$ cat src/rtl/mem_access_if.sv
// Bus/handshake bundle between the LC-3 control path and the MAR/MDR memory stage.
// With MEM_MMIO_EN defined, also carries the switch input (SW) and the output register (IO_OUT).
interface mem_access_if #(parameter int ADDR_W = 16);
  logic [15:0]       BUS;
  logic              LD_MAR;
  logic              LD_MDR;
  logic              MIO_EN;
  logic              MEM_REQ;
  logic              MEM_WE;
  logic              MEM_READY;
  logic              BUSY;
  logic [15:0]       MAR_Out;
  logic [15:0]       MDR_Out;
  logic [ADDR_W-1:0] MEM_ADDR;
  logic [15:0]       MEM_DOUT;
  logic [15:0]       MEM_DIN;
  logic              MEM_CE_N;
  logic              MEM_OE_N;
  logic              MEM_WE_N;
`ifdef MEM_MMIO_EN
  logic [9:0]        SW;
  logic [15:0]       IO_OUT;
`endif

  modport master (
    output BUS, LD_MAR, LD_MDR, MIO_EN, MEM_REQ, MEM_WE, MEM_DIN,
`ifdef MEM_MMIO_EN
    output SW,
    input  IO_OUT,
`endif
    input  MEM_READY, BUSY, MAR_Out, MDR_Out, MEM_ADDR, MEM_DOUT,
    input  MEM_CE_N, MEM_OE_N, MEM_WE_N
  );

  modport slave (
    input  BUS, LD_MAR, LD_MDR, MIO_EN, MEM_REQ, MEM_WE, MEM_DIN,
`ifdef MEM_MMIO_EN
    input  SW,
    output IO_OUT,
`endif
    output MEM_READY, BUSY, MAR_Out, MDR_Out, MEM_ADDR, MEM_DOUT,
    output MEM_CE_N, MEM_OE_N, MEM_WE_N
  );
endinterface

$ cat src/rtl/mem_access_unit.sv
// LC-3 MAR/MDR memory stage: one SRAM read or write per request with WAIT_CYCLES wait states.
// Optional MEM_MMIO_EN maps MAR==16'hFFFF to the SW input (reads) and IO_OUT register (writes).
//
// state  | meaning
// IDLE   | accepts LD_MAR/LD_MDR/MEM_REQ
// ACCESS | SRAM strobes active, counting down wait states
// DONE   | one-cycle MEM_READY, strobes released
module mem_access_unit #(
  parameter int WAIT_CYCLES = 2,
  parameter int ADDR_W      = 16
) (
  input logic          Clk,
  input logic          Reset,
  mem_access_if.slave  mif
);
  typedef enum logic [1:0] {IDLE = 2'd0, ACCESS = 2'd1, DONE = 2'd2} state_t;

  state_t      state;
  logic [3:0]  count;
  logic        we_r;
  logic [15:0] mar;
  logic [15:0] mdr;
  logic        is_io;
  logic        in_access;

`ifdef MEM_MMIO_EN
  logic [15:0] io_out;
  assign is_io       = (mar == 16'hFFFF);
  assign mif.IO_OUT  = io_out;
`else
  assign is_io = 1'b0;
`endif

  always_ff @(posedge Clk or posedge Reset) begin
    if (Reset) begin
      state <= IDLE;
      count <= 4'd0;
      we_r  <= 1'b0;
      mar   <= 16'h0000;
      mdr   <= 16'h0000;
`ifdef MEM_MMIO_EN
      io_out <= 16'h0000;
`endif
    end else begin
      case (state)
        IDLE: begin
          if (mif.LD_MAR) mar <= mif.BUS;
          if (mif.LD_MDR && !mif.MIO_EN) mdr <= mif.BUS;
          if (mif.MEM_REQ) begin
            state <= ACCESS;
            we_r  <= mif.MEM_WE;
            count <= 4'(WAIT_CYCLES);
          end
        end
        ACCESS: begin
          if (count != 4'd0) begin
            count <= count - 4'd1;
          end else begin
            state <= DONE;
`ifdef MEM_MMIO_EN
            if (!we_r) mdr <= is_io ? {6'b0, mif.SW} : mif.MEM_DIN;
            if (we_r && is_io) io_out <= mdr;
`else
            if (!we_r) mdr <= mif.MEM_DIN;
`endif
          end
        end
        DONE:    state <= IDLE;
        default: state <= IDLE;
      endcase
    end
  end

  // Strobes decode straight from the async-reset state so a reset releases them immediately.
  assign in_access     = (state == ACCESS) && !is_io;
  assign mif.MEM_CE_N  = !in_access;
  assign mif.MEM_OE_N  = !(in_access && !we_r);
  assign mif.MEM_WE_N  = !(in_access && we_r);
  assign mif.MEM_READY = (state == DONE);
  assign mif.BUSY      = (state != IDLE);
  assign mif.MAR_Out   = mar;
  assign mif.MDR_Out   = mdr;
  assign mif.MEM_ADDR  = mar[ADDR_W-1:0];
  assign mif.MEM_DOUT  = mdr;
endmodule

$ cat src/flat_wrapper.sv
// flat-port wrapper written by rule: the top's interface ports become plain ports
module mem_access_unit_flat 
#(
  parameter int WAIT_CYCLES = 2,
  parameter int ADDR_W      = 16
)
  (Clk, Reset, mif_BUS, mif_LD_MAR, mif_LD_MDR, mif_MIO_EN, mif_MEM_REQ, mif_MEM_WE, mif_MEM_DIN, mif_MEM_READY, mif_BUSY, mif_MAR_Out, mif_MDR_Out, mif_MEM_ADDR, mif_MEM_DOUT, mif_MEM_CE_N, mif_MEM_OE_N, mif_MEM_WE_N);
  mem_access_if #(.ADDR_W(ADDR_W)) mif_i ();
  input logic Clk;
  input logic Reset;
  input wire logic [$bits(mif_i.BUS)-1:0] mif_BUS;
  input wire logic [$bits(mif_i.LD_MAR)-1:0] mif_LD_MAR;
  input wire logic [$bits(mif_i.LD_MDR)-1:0] mif_LD_MDR;
  input wire logic [$bits(mif_i.MIO_EN)-1:0] mif_MIO_EN;
  input wire logic [$bits(mif_i.MEM_REQ)-1:0] mif_MEM_REQ;
  input wire logic [$bits(mif_i.MEM_WE)-1:0] mif_MEM_WE;
  input wire logic [$bits(mif_i.MEM_DIN)-1:0] mif_MEM_DIN;
  output wire logic [$bits(mif_i.MEM_READY)-1:0] mif_MEM_READY;
  output wire logic [$bits(mif_i.BUSY)-1:0] mif_BUSY;
  output wire logic [$bits(mif_i.MAR_Out)-1:0] mif_MAR_Out;
  output wire logic [$bits(mif_i.MDR_Out)-1:0] mif_MDR_Out;
  output wire logic [$bits(mif_i.MEM_ADDR)-1:0] mif_MEM_ADDR;
  output wire logic [$bits(mif_i.MEM_DOUT)-1:0] mif_MEM_DOUT;
  output wire logic [$bits(mif_i.MEM_CE_N)-1:0] mif_MEM_CE_N;
  output wire logic [$bits(mif_i.MEM_OE_N)-1:0] mif_MEM_OE_N;
  output wire logic [$bits(mif_i.MEM_WE_N)-1:0] mif_MEM_WE_N;
  assign mif_i.BUS = mif_BUS;
  assign mif_i.LD_MAR = mif_LD_MAR;
  assign mif_i.LD_MDR = mif_LD_MDR;
  assign mif_i.MIO_EN = mif_MIO_EN;
  assign mif_i.MEM_REQ = mif_MEM_REQ;
  assign mif_i.MEM_WE = mif_MEM_WE;
  assign mif_i.MEM_DIN = mif_MEM_DIN;
  assign mif_MEM_READY = mif_i.MEM_READY;
  assign mif_BUSY = mif_i.BUSY;
  assign mif_MAR_Out = mif_i.MAR_Out;
  assign mif_MDR_Out = mif_i.MDR_Out;
  assign mif_MEM_ADDR = mif_i.MEM_ADDR;
  assign mif_MEM_DOUT = mif_i.MEM_DOUT;
  assign mif_MEM_CE_N = mif_i.MEM_CE_N;
  assign mif_MEM_OE_N = mif_i.MEM_OE_N;
  assign mif_MEM_WE_N = mif_i.MEM_WE_N;
  mem_access_unit #(.WAIT_CYCLES(WAIT_CYCLES), .ADDR_W(ADDR_W)) u_core (.Clk(Clk), .Reset(Reset), .mif(mif_i));
endmodule
$ cat config.mk
export PLATFORM = sky130hd
export DESIGN_NAME = mem_access_unit_flat
export DESIGN_NICKNAME = d
export VERILOG_FILES = /design/src/rtl/mem_access_if.sv /design/src/rtl/mem_access_unit.sv /design/src/flat_wrapper.sv
export SDC_FILE = /design/constraint.sdc
export NUM_CORES = 1
export LEC_CHECK = 0
export CORE_AREA = 2 2 81 83
export DETAILED_ROUTE_END_ITERATION = 10
export DIE_AREA = 0 0 83 85
export GPL_TIMING_DRIVEN = 0
export PLACE_DENSITY_LB_ADDON = 0.05
export SYNTH_ARGS = -nofsm -noshare
export SYNTH_HDL_FRONTEND = slang
export SYNTH_SLANG_ARGS = --single-unit
$ cat constraint.sdc
create_clock -name Clk -period 2 [get_ports Clk]
set_input_delay 0.3 -clock Clk [delete_from_list [all_inputs] [get_ports Clk]]
set_output_delay 0.3 -clock Clk [all_outputs]
set_load 0.02 [all_outputs]
# Word-level counts from Yosys, hierarchy flattened
# Index checks and enable logic that the tools add are counted.
dict set report word_totals {
  reg_bits 39
  input_bits 39
  word_cells 40
}
dict set report classes {
  n_addsub 1
  eq_ne 7
  muxes 10
  n_reduce_logical 17
}
# op count
set ops {}
lappend ops {{$mux W16} 3}
lappend ops {{$pmux W16 S2} 1}
lappend ops {{$mux W4} 2}
lappend ops {{$ne A2 B2 Y1 const B} 4}
lappend ops {{$pmux W4 S2} 1}
lappend ops {{$reduce_and A2 Y1} 3}
lappend ops {{$logic_not A1 Y1} 5}
lappend ops {{$mux W2} 2}
lappend ops {{$pmux W2 S2} 1}
lappend ops {{$reduce_and A4 Y1} 1}
lappend ops {{$reduce_bool A2 Y1} 2}
lappend ops {{$reduce_bool A4 Y1} 1}
lappend ops {{$sub A4 B1 Y4 const B} 1}
lappend ops {{$logic_and A1 B1 Y1} 3}
lappend ops {{$reduce_and A3 Y1} 1}
lappend ops {{$eq A2 B1 Y1 const B} 1}
lappend ops {{$eq A2 B2 Y1 const B} 1}
lappend ops {{$logic_not A2 Y1} 1}
lappend ops {{$ne A2 B1 Y1 const B} 1}

# Depth between registers and ports, before layout
dict set report logic_depth {
  depth_word 4
  depth_mapped 7
  ltp_nobuf 5
}

# Least setup slack after synthesis
# No wires, ideal clock.
dict set report synth_timing {
  path_type {register to register}
  startpoint {register u_core.count[0]}
  endpoint {register u_core.mdr[0] (netlist: u_core.mif.MDR_Out[0])}
  setup_time_ns 0.125
  arrival_ns 1.620
  required_time_ns 1.875
  slack_ns 0.255
  stages_incl_launch_ff 8
  path_buffers 2
  period_less_slack_ns 1.745
  path_cell_list {dfrtp_1 > inv_1 > ha_1 > nor4bb_1 > a32o_1 > buf_6 > buf_12 > mux2_4}
}
dict set report synth_via {
  elab_chain_cells 3
}
# item line_no
set synth_lines {}
lappend synth_lines {{start, declared} mem_access_unit.sv:19} ;# logic [3:0] count;
lappend synth_lines {{start signal, assigned} mem_access_unit.sv:52} ;# count <= 4'(WAIT_CYCLES);
lappend synth_lines {{start signal, assigned} mem_access_unit.sv:57} ;# count <= count - 4'd1;
lappend synth_lines {{$reduce_bool A4 Y1} mem_access_unit.sv:56} ;# if (count != 4'd0) begin
lappend synth_lines {{$ne A2 B2 Y1 (no line)} -}
lappend synth_lines {{$reduce_and A4 Y1 (no line)} -}
lappend synth_lines {{end signal, assigned} mem_access_unit.sv:48} ;# if (mif.LD_MDR && !mif.MIO_EN) mdr <= mif.BUS;
lappend synth_lines {{end signal, assigned} mem_access_unit.sv:64} ;# if (!we_r) mdr <= mif.MEM_DIN;
lappend synth_lines {{end, declared} mem_access_unit.sv:22} ;# logic [15:0] mdr;
# Every way passes these cells.
# A chain may end at the register's enable or synchronous reset.

# Worst setup path after layout
dict set report layout_timing {
  startpoint {register u_core.state[0]}
  endpoint {output mif_BUSY}
}
dict set report layout_via {
  elab_chain_cells 1
}
# item line_no
set layout_lines {}
lappend layout_lines {{start, declared} mem_access_unit.sv:18} ;# state_t state;
lappend layout_lines {{start signal, assigned} mem_access_unit.sv:36} ;# state <= IDLE;
lappend layout_lines {{start signal, assigned} mem_access_unit.sv:50} ;# state <= ACCESS;
lappend layout_lines {{start signal, assigned} mem_access_unit.sv:59} ;# state <= DONE;
lappend layout_lines {{$reduce_bool A2 Y1} mem_access_unit.sv:80} ;# assign mif.BUSY = (state != IDLE);
lappend layout_lines {{end, declared} flat_wrapper.sv:19} ;# output wire logic [$bits(mif_i.BUSY)-1:0] mif_BUSY;
# Every way passes these cells.

==> results.yml <==
yosys:
  synth_commonest_cells: "dfrtp_1, buf_4, mux2_2"
  syn_area_per_cell_um2: 13.0
  ys_seq_area_share_pct: 45.4
  ys_ff_latch: 39
  synth_edf_count: 0
  yosys.area.top_type: "dfrtp_1"
  yosys.cell_count.top_type: "dfrtp_1"
  synth_cell_types: 26
  async_flop_share_pct: 100
  synthTopCellsByArea: "dfrtp_1, mux2_2, buf_4"
  synthesis.nets: 206
  synth_area_um2: 2150
  synth_top_area_share_pct: 45.4
  ys.flop_type: "dfrtp_1"
  yosysWarningCount: 0
  syn_inst: 165
floorplanning:
  num_io_pins: 108
  core.rowCount: 29
  die_area_um2: 7060
  die_h_um: 85
  dieWidth_um: 83
  core_area_um2: 6200
  start_util_pct: 34.6
global_routing:
  grt_pass1_vias: 1495
  grt_max_degree: 40
  grt_overflow: 0
  grt_usage_pct: 13.3
  antenna_found_initial: 0
  grt_pass1_wl_um: 7510
cells_and_area:
  antenna_cells: 0
  seqCellArea_um2: 977
  fill_cells: 559
  final_core_util_pct: 54.5
  final_nets: 319
  synthToLayoutAreaGrowth_pct: 57.5
  drive_gt1_share_pct: 36.8
  multi_input_area_um2: 846
sta:
  hold_viol: 0
  totalNegativeSetupSlack_ns: 0
  worstMarginPinSlew_ns: 0.814
  fin_crit_ns: 1.91
  max_freq_ghz: 0.525
  setup_viol: 0
  max_slew_margin_pct: 45.6
  layout_setup_ws_ns: 0.0940
  min_period_over_period_pct: 95.3
  fin_skew_ns: 0.00528
  drv_slew: 0
cts:
  hold_buffers: 0
  cts_buffers: 5
  root_buffer: "clkbuf_8"
  clock_sinks: 39
  clk_pin_slew_ns: 0.07
  cts_buffer_depth: 2
  clk_latency_ns: 0.28
  cts_tree: "yes"
  ctsHtreeMaxLevel: 2
pwr:
  total_leakage_power_nw: 1.48
  powerDensity_nw_per_um2: 1850
  vdd_drop_max_v: 0.000891
setup_path:
  critPathKind: "flop to output port"
  worstSetupStartpointType: "flop"
  required_ns: 1.70
  critPathMaxFanout: 10
  crit_arrival_ns: 1.61
  endpoint_kind: "output port"
  r2r_cells: 7
route:
  via_per_inst: 4.48
  drc: 0
  detail-route-antenna-nets: 0
  wl_um: 4730
  dr.pass1.iters: 4
  vias: 1587
  drtIter0Drc: 15
  wl_per_cell_um: 13.4
worst_hold_path:
  holdCritPathClass: "input pin to async pin"
placement:
  preCtsSetupSlack_ns: 0.0779
  portBuffers: 107
  place.gp.congestion: 0.739
  dp_hpwl_um: 3630
outcome:
  status: "complete, no violations"
job:
  max_cap_viol_count: 0
## flip-flops by register name (all words and copies together) (netlist names)
signal and count:
u_core.mif.MDR_Out 16, u_core.we_r 1, u_core.mif.MAR_Out 16, u_core.count 4
u_core.state 2
## timing repair
item                                    CTS  global route
buffers inserted                          0             0
gates cloned                              0             0
endpoints found under the setup margin    3            10
resized for setup                         4             4
pin swaps                                 0             1
## cell type report
class                   count  area share, %
multi-input cells          81           25.0
plain buffers              38           8.95
repair buffers            107           31.5
clock buffers               6           2.14
flip-flops and latches     39           28.9
well taps                  77           2.85
inverters                   6          0.665
## report_power, final
part | internal (mW) | switching [mW]
combinational | 2.46 | 1.79
clock | 0.232 | 0.246
sequential | 1.20 | 0.335
## critical path, stage by stage, from the launching register on
cell and delay, ns:
dfrtp_1 0.39, buf_4 0.18, nor2_2 0.17, inv_1 0.06
clkdlybuf4s50_1 0.53
## metrics by stage
step / instance area [µm²] / total power, mW / instances / hold slack [ns]
2_1_floorplan: 2150 / 4.14 / 165 / 0.450
3_3_place_gp: 3320 / 5.85 / 349 / 0.522
3_5_place_dp: 3320 / 5.90 / 349 / 0.521
4_1_cts: 3370 / 6.34 / 354 / 0.536
5_1_grt: 3380 / 6.62 / 354 / 0.553
6_report: 3380 / 6.26 / 354 / 0.504
## cells in the final DEF (no fill, tap or decap), types with 3 or more instances in the layout
master / synthesis / layout
buf_4: 34 / 34
clkbuf_8: 0 / 5
clkdlybuf4s50_1: 0 / 104
dfrtp_1: 39 / 38
dlygate4sd2_1: 0 / 3
inv_1: 6 / 4
mux2_2: 33 / 33
mux2_4: 17 / 17
nand2_1: 4 / 4
nor2b_1: 3 / 3
nor3_1: 4 / 4
## routing by layer
metal	global-route usage, %	vias to the layer above	wire length [µm]
li1	-	763	-
met1	16.9	753	2170
met2	22.4	65	2260
met3	3.70	6	244
met4	4.02	0	54
met5	0	-	0
## kinds of logic (layout without fill, tap and decap cells)
logic type / count (synthesis) / count (layout) / share of synthesized area [%]
compound gates: 7 / 7 / 2.68
fa+ha+maj: 2 / 2 / 1.16
buf+inv: 45 / 157 / 15.7
flops: 39 / 39 / 45.4
mux: 50 / 50 / 29.2
simple gates: 22 / 22 / 5.88
## worst paths after layout
| kind | slack (ns) | to | start |
|---|---|---|---|
| setup / recovery | 0.09 | mif_BUSY | u_core.state[0] |
| hold reg to reg | 0.53 | u_core.mif.MAR_Out[8] | u_core.mif.MAR_Out[8] |
| setup reg to reg | 0.11 | u_core.mif.MDR_Out[11] | u_core.count[0] |
| hold / removal | 0.50 | u_core.mif.MDR_Out[1] | Reset |
| max in group asynchronous | 0.93 | u_core.state[1] | Reset |
| min in group Clk | 0.53 | u_core.mif.MAR_Out[8] | u_core.mif.MAR_Out[8] |
(Power assumes the default switching activity.)
